[src/rtl/axi4_master.sv]
// axi4_master: single-outstanding AXI4 initiator bridging a command/response port to AW/W/B/AR/R channels.
// Ports: clk, reset_n (async, active-low)
//   command   : cmd_valid, cmd_ready, cmd_write, cmd_addr[31:0], cmd_wdata[31:0]
//   response  : rsp_valid (1-cycle pulse), rsp_rdata[31:0], rsp_err (timeout abort), busy
//   AXI write : awaddr/awvalid/awready, wdata/wvalid/wready, bvalid/bready
//   AXI read  : araddr/arvalid/arready, rdata/rvalid/rready
// TIMEOUT: cycles allowed per wait phase (0 disables, max 65535).
module axi4_master #(
    parameter int TIMEOUT = 1024
) (
    input  logic        clk,
    input  logic        reset_n,
    input  logic        cmd_valid,
    output logic        cmd_ready,
    input  logic        cmd_write,
    input  logic [31:0] cmd_addr,
    input  logic [31:0] cmd_wdata,
    output logic        rsp_valid,
    output logic [31:0] rsp_rdata,
    output logic        rsp_err,
    output logic        busy,
    output logic [31:0] awaddr,
    output logic        awvalid,
    input  logic        awready,
    output logic [31:0] wdata,
    output logic        wvalid,
    input  logic        wready,
    input  logic        bvalid,
    output logic        bready,
    output logic [31:0] araddr,
    output logic        arvalid,
    input  logic        arready,
    input  logic [31:0] rdata,
    input  logic        rvalid,
    output logic        rready
);
    typedef enum logic [2:0] {IDLE, WR_AW_W, WR_B, RD_AR, RD_R} state_t;
    state_t state, state_d;
    logic [15:0] cnt, cnt_d;
    logic [31:0] awaddr_d, wdata_d, araddr_d, rsp_rdata_d;
    logic awvalid_d, wvalid_d, arvalid_d, bready_d, rready_d, rsp_valid_d, rsp_err_d;
    logic expire, abort;
    // expiry fires on the edge where the held-state count would reach TIMEOUT
    assign expire = (TIMEOUT != 0) && (({1'b0, cnt} + 17'd1) == 17'(TIMEOUT));
    always_comb begin
        state_d     = state;
        awaddr_d    = awaddr;
        wdata_d     = wdata;
        araddr_d    = araddr;
        awvalid_d   = awvalid;
        wvalid_d    = wvalid;
        arvalid_d   = arvalid;
        bready_d    = bready;
        rready_d    = rready;
        rsp_valid_d = 1'b0;
        rsp_err_d   = 1'b0;
        rsp_rdata_d = 32'd0;
        abort       = 1'b0;
        unique case (state)
            IDLE: if (cmd_valid && cmd_ready) begin
                if (cmd_write) begin
                    awaddr_d  = cmd_addr;
                    wdata_d   = cmd_wdata;
                    awvalid_d = 1'b1;
                    wvalid_d  = 1'b1;
                    state_d   = WR_AW_W;
                end else begin
                    araddr_d  = cmd_addr;
                    arvalid_d = 1'b1;
                    state_d   = RD_AR;
                end
            end
            WR_AW_W: begin
                if (awvalid && awready) awvalid_d = 1'b0;
                if (wvalid && wready) wvalid_d = 1'b0;
                if ((!awvalid || awready) && (!wvalid || wready)) begin
                    bready_d = 1'b1;
                    state_d  = WR_B;
                end else abort = expire;
            end
            WR_B: if (bvalid && bready) begin
                bready_d    = 1'b0;
                rsp_valid_d = 1'b1;
                state_d     = IDLE;
            end else abort = expire;
            RD_AR: if (arvalid && arready) begin
                arvalid_d = 1'b0;
                rready_d  = 1'b1;
                state_d   = RD_R;
            end else abort = expire;
            RD_R: if (rvalid && rready) begin
                rready_d    = 1'b0;
                rsp_valid_d = 1'b1;
                rsp_rdata_d = rdata;
                state_d     = IDLE;
            end else abort = expire;
            default: state_d = IDLE;
        endcase
        if (abort) begin
            awvalid_d   = 1'b0;
            wvalid_d    = 1'b0;
            arvalid_d   = 1'b0;
            bready_d    = 1'b0;
            rready_d    = 1'b0;
            rsp_valid_d = 1'b1;
            rsp_err_d   = 1'b1;
            state_d     = IDLE;
        end
        cnt_d = (state_d == state && state != IDLE) ? cnt + 16'd1 : 16'd0;
    end
    always_ff @(posedge clk or negedge reset_n) begin
        if (!reset_n) begin
            state     <= IDLE;
            cnt       <= 16'd0;
            cmd_ready <= 1'b1;
            busy      <= 1'b0;
            rsp_valid <= 1'b0;
            rsp_err   <= 1'b0;
            rsp_rdata <= 32'd0;
            awaddr    <= 32'd0;
            wdata     <= 32'd0;
            araddr    <= 32'd0;
            awvalid   <= 1'b0;
            wvalid    <= 1'b0;
            arvalid   <= 1'b0;
            bready    <= 1'b0;
            rready    <= 1'b0;
        end else begin
            state     <= state_d;
            cnt       <= cnt_d;
            cmd_ready <= state_d == IDLE;
            busy      <= state_d != IDLE;
            rsp_valid <= rsp_valid_d;
            rsp_err   <= rsp_err_d;
            rsp_rdata <= rsp_rdata_d;
            awaddr    <= awaddr_d;
            wdata     <= wdata_d;
            araddr    <= araddr_d;
            awvalid   <= awvalid_d;
            wvalid    <= wvalid_d;
            arvalid   <= arvalid_d;
            bready    <= bready_d;
            rready    <= rready_d;
        end
    end
endmodule
[config.mk]
export PLATFORM = sky130hd
export DESIGN_NAME = axi4_master
export DESIGN_NICKNAME = d
export VERILOG_FILES = /design/src/rtl/axi4_master.sv
export SDC_FILE = /design/constraint.sdc
export NUM_CORES = 1
export LEC_CHECK = 0
export BUFFER_PORTS_ARGS = -buffer_cell sky130_fd_sc_hd__buf_4
export CORE_ASPECT_RATIO = 0.8
export CORE_UTILIZATION = 49
export CTS_BUF_LIST = sky130_fd_sc_hd__clkbuf_16
export DETAILED_ROUTE_END_ITERATION = 16
export PLACE_DENSITY = 0.8
export SLEW_MARGIN = 0
export SYNTH_ARGS = -nofsm -noshare
export SYNTH_HDL_FRONTEND = slang
export SYNTH_SLANG_ARGS = --single-unit
export TNS_END_PERCENT = 5
[constraint.sdc]
create_clock -name clk -period 3.07 [get_ports clk]
set_input_delay 0.1535 -clock clk [delete_from_list [all_inputs] [get_ports clk]]
set_output_delay 0.1535 -clock clk [all_outputs]
set_load 0.01 [all_outputs]
==> impl_metrics.json <==
{
  "worst_pin_slew_ns": 0.889,
  "syn_to_final_growth_pct": 57.1,
  "peakVddDrop_mv": 0.721,
  "port-buffer-count": 241,
  "setup_slack_ns": 0.353,
  "slew_headroom_pct": 40.7,
  "h-tree-depth": 4,
  "viasPerCell": 5.09,
  "pre_cts_ws_ns": 0.417,
  "drc": 0,
  "required_ns": 3.35,
  "antenna_found_initial": 0,
  "syn_inst": 453,
  "path_clk_slew_ns": 0.06,
  "cts_root_buf": "clkbuf_16",
  "synth_cell_types": 44,
  "synth_common_cells": "dfrtp_1 (155), mux2_2 (97), nor2_1 (39)",
  "vias": 4976,
  "synth_edf_count": 0,
  "synth_top_area_share_pct": 62.9,
  "min_path_type": "in -> reg",
  "fin_crit_ns": 2.72,
  "synth_fp_nets": 559,
  "final.period_utilization_pct": 88.5,
  "ctsHoldBuffers": 97,
  "outcome": "complete, no violations",
  "fin_setup_tns_ns": 0,
  "dr.pass1.iters": 4,
  "diodes": 0,
  "routedWlPerCell_um": 18.1,
  "ys_ff_latch": 156,
  "post_cts_buffers": 0,
  "core.rowCount": 36,
  "p_leak_nw": 4.63,
  "die_x_um": 127,
  "powerDensity_nw_per_um2": 851,
  "synthTopCellsByArea": "dfrtp_1 (63%), mux2_2 (18%), and2_1 (3.3%), nor2_1 (2.4%), xnor2_1 (1.1%)",
  "clockBufferDepth": 2,
  "design_area_sq_um": 9690,
  "synth.avg_cell_area_sq_um": 13.6,
  "yosys_warnings": 0,
  "numCtsBuffers": 17,
  "worst_r2r_path_depth": 8,
  "yosysMostFrequentCell": "dfrtp_1",
  "place_area_sq_um": 8160,
  "hold_depth": 4,
  "overflow": 0,
  "grt_usage_pct": 28.5,
  "maxCapViolCount": 0,
  "fp.dieH_um": 102,
  "clkSinkCount": 156,
  "final_antenna_net_count": 0,
  "pin_count": 242,
  "start_kind": "flop",
  "power_mw": 8.25,
  "insertion_delay_ns": 0.42,
  "hpwl_um": 10800,
  "post_cts_resized": 0,
  "num-nets-final": 900,
  "grt_pass1_vias": 5295,
  "crit_type": "reg -> reg",
  "wl_um": 17700,
  "final-setup-viol-count": 0,
  "grt_pass1_wl_um": 27800,
  "slew_violations": 0,
  "gp_congestion": 0.945,
  "yosysSeqAreaShare_pct": 63.3,
  "synthArstFlopShare_pct": 100,
  "initial_core_util_pct": 50.5,
  "die_area_sq_um": 13000,
  "final_layout_size_suffix_gt1_share_pct": 47.2,
  "path_max_fanout": 16,
  "drt_iter0_markers": 251,
  "core_area_sq_um": 12200,
  "arrival_ns": 3.00,
  "synth_flop_cell": "dfrtp_1",
  "cp-end-kind": "flop",
  "synth_area_leader_cell": "dfrtp_1",
  "hold_viol_final": 0,
  "tritoncts": "done",
  "grt_max_degree": 90,
  "finalClockSkew_ns": 0.00686,
  "syn_area_sq_um": 6170,
  "rsz0062_at_grt": "no",
  "fmax_ghz": 0.368
}
==> sequential cells by signal (all words and copies together) (netlist names), 3 cells and up <==
signal / count
rsp_rdata: 32
wdata: 32
araddr: 32
state: 3
awaddr: 32
cnt: 16
==> cell type report <==
type,count,area [sq um]
sequential,156,3910
timing repair buffer,343,2830
fill,674,2510
multi-input combinational,270,2160
clock buffer,17,425
tap,171,214
clock inverter,15,134
inverter,6,22.5
==> cells by family after synthesis <==
kind of cell	count (synthesis)	synth area share [%]
xor+xnor	15	2.13
buf+inv	27	1.85
fa+ha+maj	1	0.203
compound gates	26	3.45
simple gates	131	11.4
mux	97	17.7
flops	156	63.3
==> power breakdown <==
group | internal (mW) | switching [mW]
Clock | 1.18 | 0.818
Combinational | 1.68 | 1.31
Sequential | 2.79 | 0.477
==> per-layer routing <==
layer	global-route usage, %	part of all wire (%)	up-vias	routed length, um
li1	-	-	2250	-
met1	32.9	37	2473	6590
met2	49.0	52	213	9300
met3	9.37	7.7	40	1370
met4	13.3	2.7	0	480
met5	0	0	-	0
==> critical path, stage by stage (launching register included) <==
cell	delay, ns
dfrtp_1	0.38
ha_1	0.26
nand4_1	0.20
nor3_1	0.37
a31oi_1	0.17
or2_2	0.35
or4_4	0.50
o211ai_4	0.23
nor2_1	0.11
==> path summary, 6_finish.rpt <==
path,end,slack (ns),from
min in group asynchronous,wdata[21],0.35,reset_n
hold / removal,awvalid,0.03,awready
setup / recovery,cnt[14],0.35,cnt[0]
max in group asynchronous,araddr[29],1.90,reset_n
hold reg to reg,cnt[0],0.48,cnt[0]
setup reg to reg,cnt[14],0.35,cnt[0]
==> stage by stage <==
stage	utilization, %	hold slack, ns	std cells
3_3_place_gp	66.9	0.266	849
6_report	79.4	0.0276	978
5_1_grt	79.4	0.0246	978
4_1_cts	79.4	0.00921	978
3_5_place_dp	66.9	0.277	849
2_1_floorplan	-	-0.142	453
==> cells in the final DEF (no fill, tap or decap), types with 4 or more instances in the layout <==
cell and n:
a21oi_1 8, a31oi_1 4, and2_1 33, and3_1 4, and4_1 4, buf_4 244, clkbuf_16 17, dfrtp_1 155
dlygate4sd3_1 97, inv_1 8, mux2_2 97, nand2_1 15, nand3_1 13, nand4_1 5, nor2_1 39, nor3_1 5
xnor2_1 8, xor2_1 7
Power figures use the tool's default switching activity.
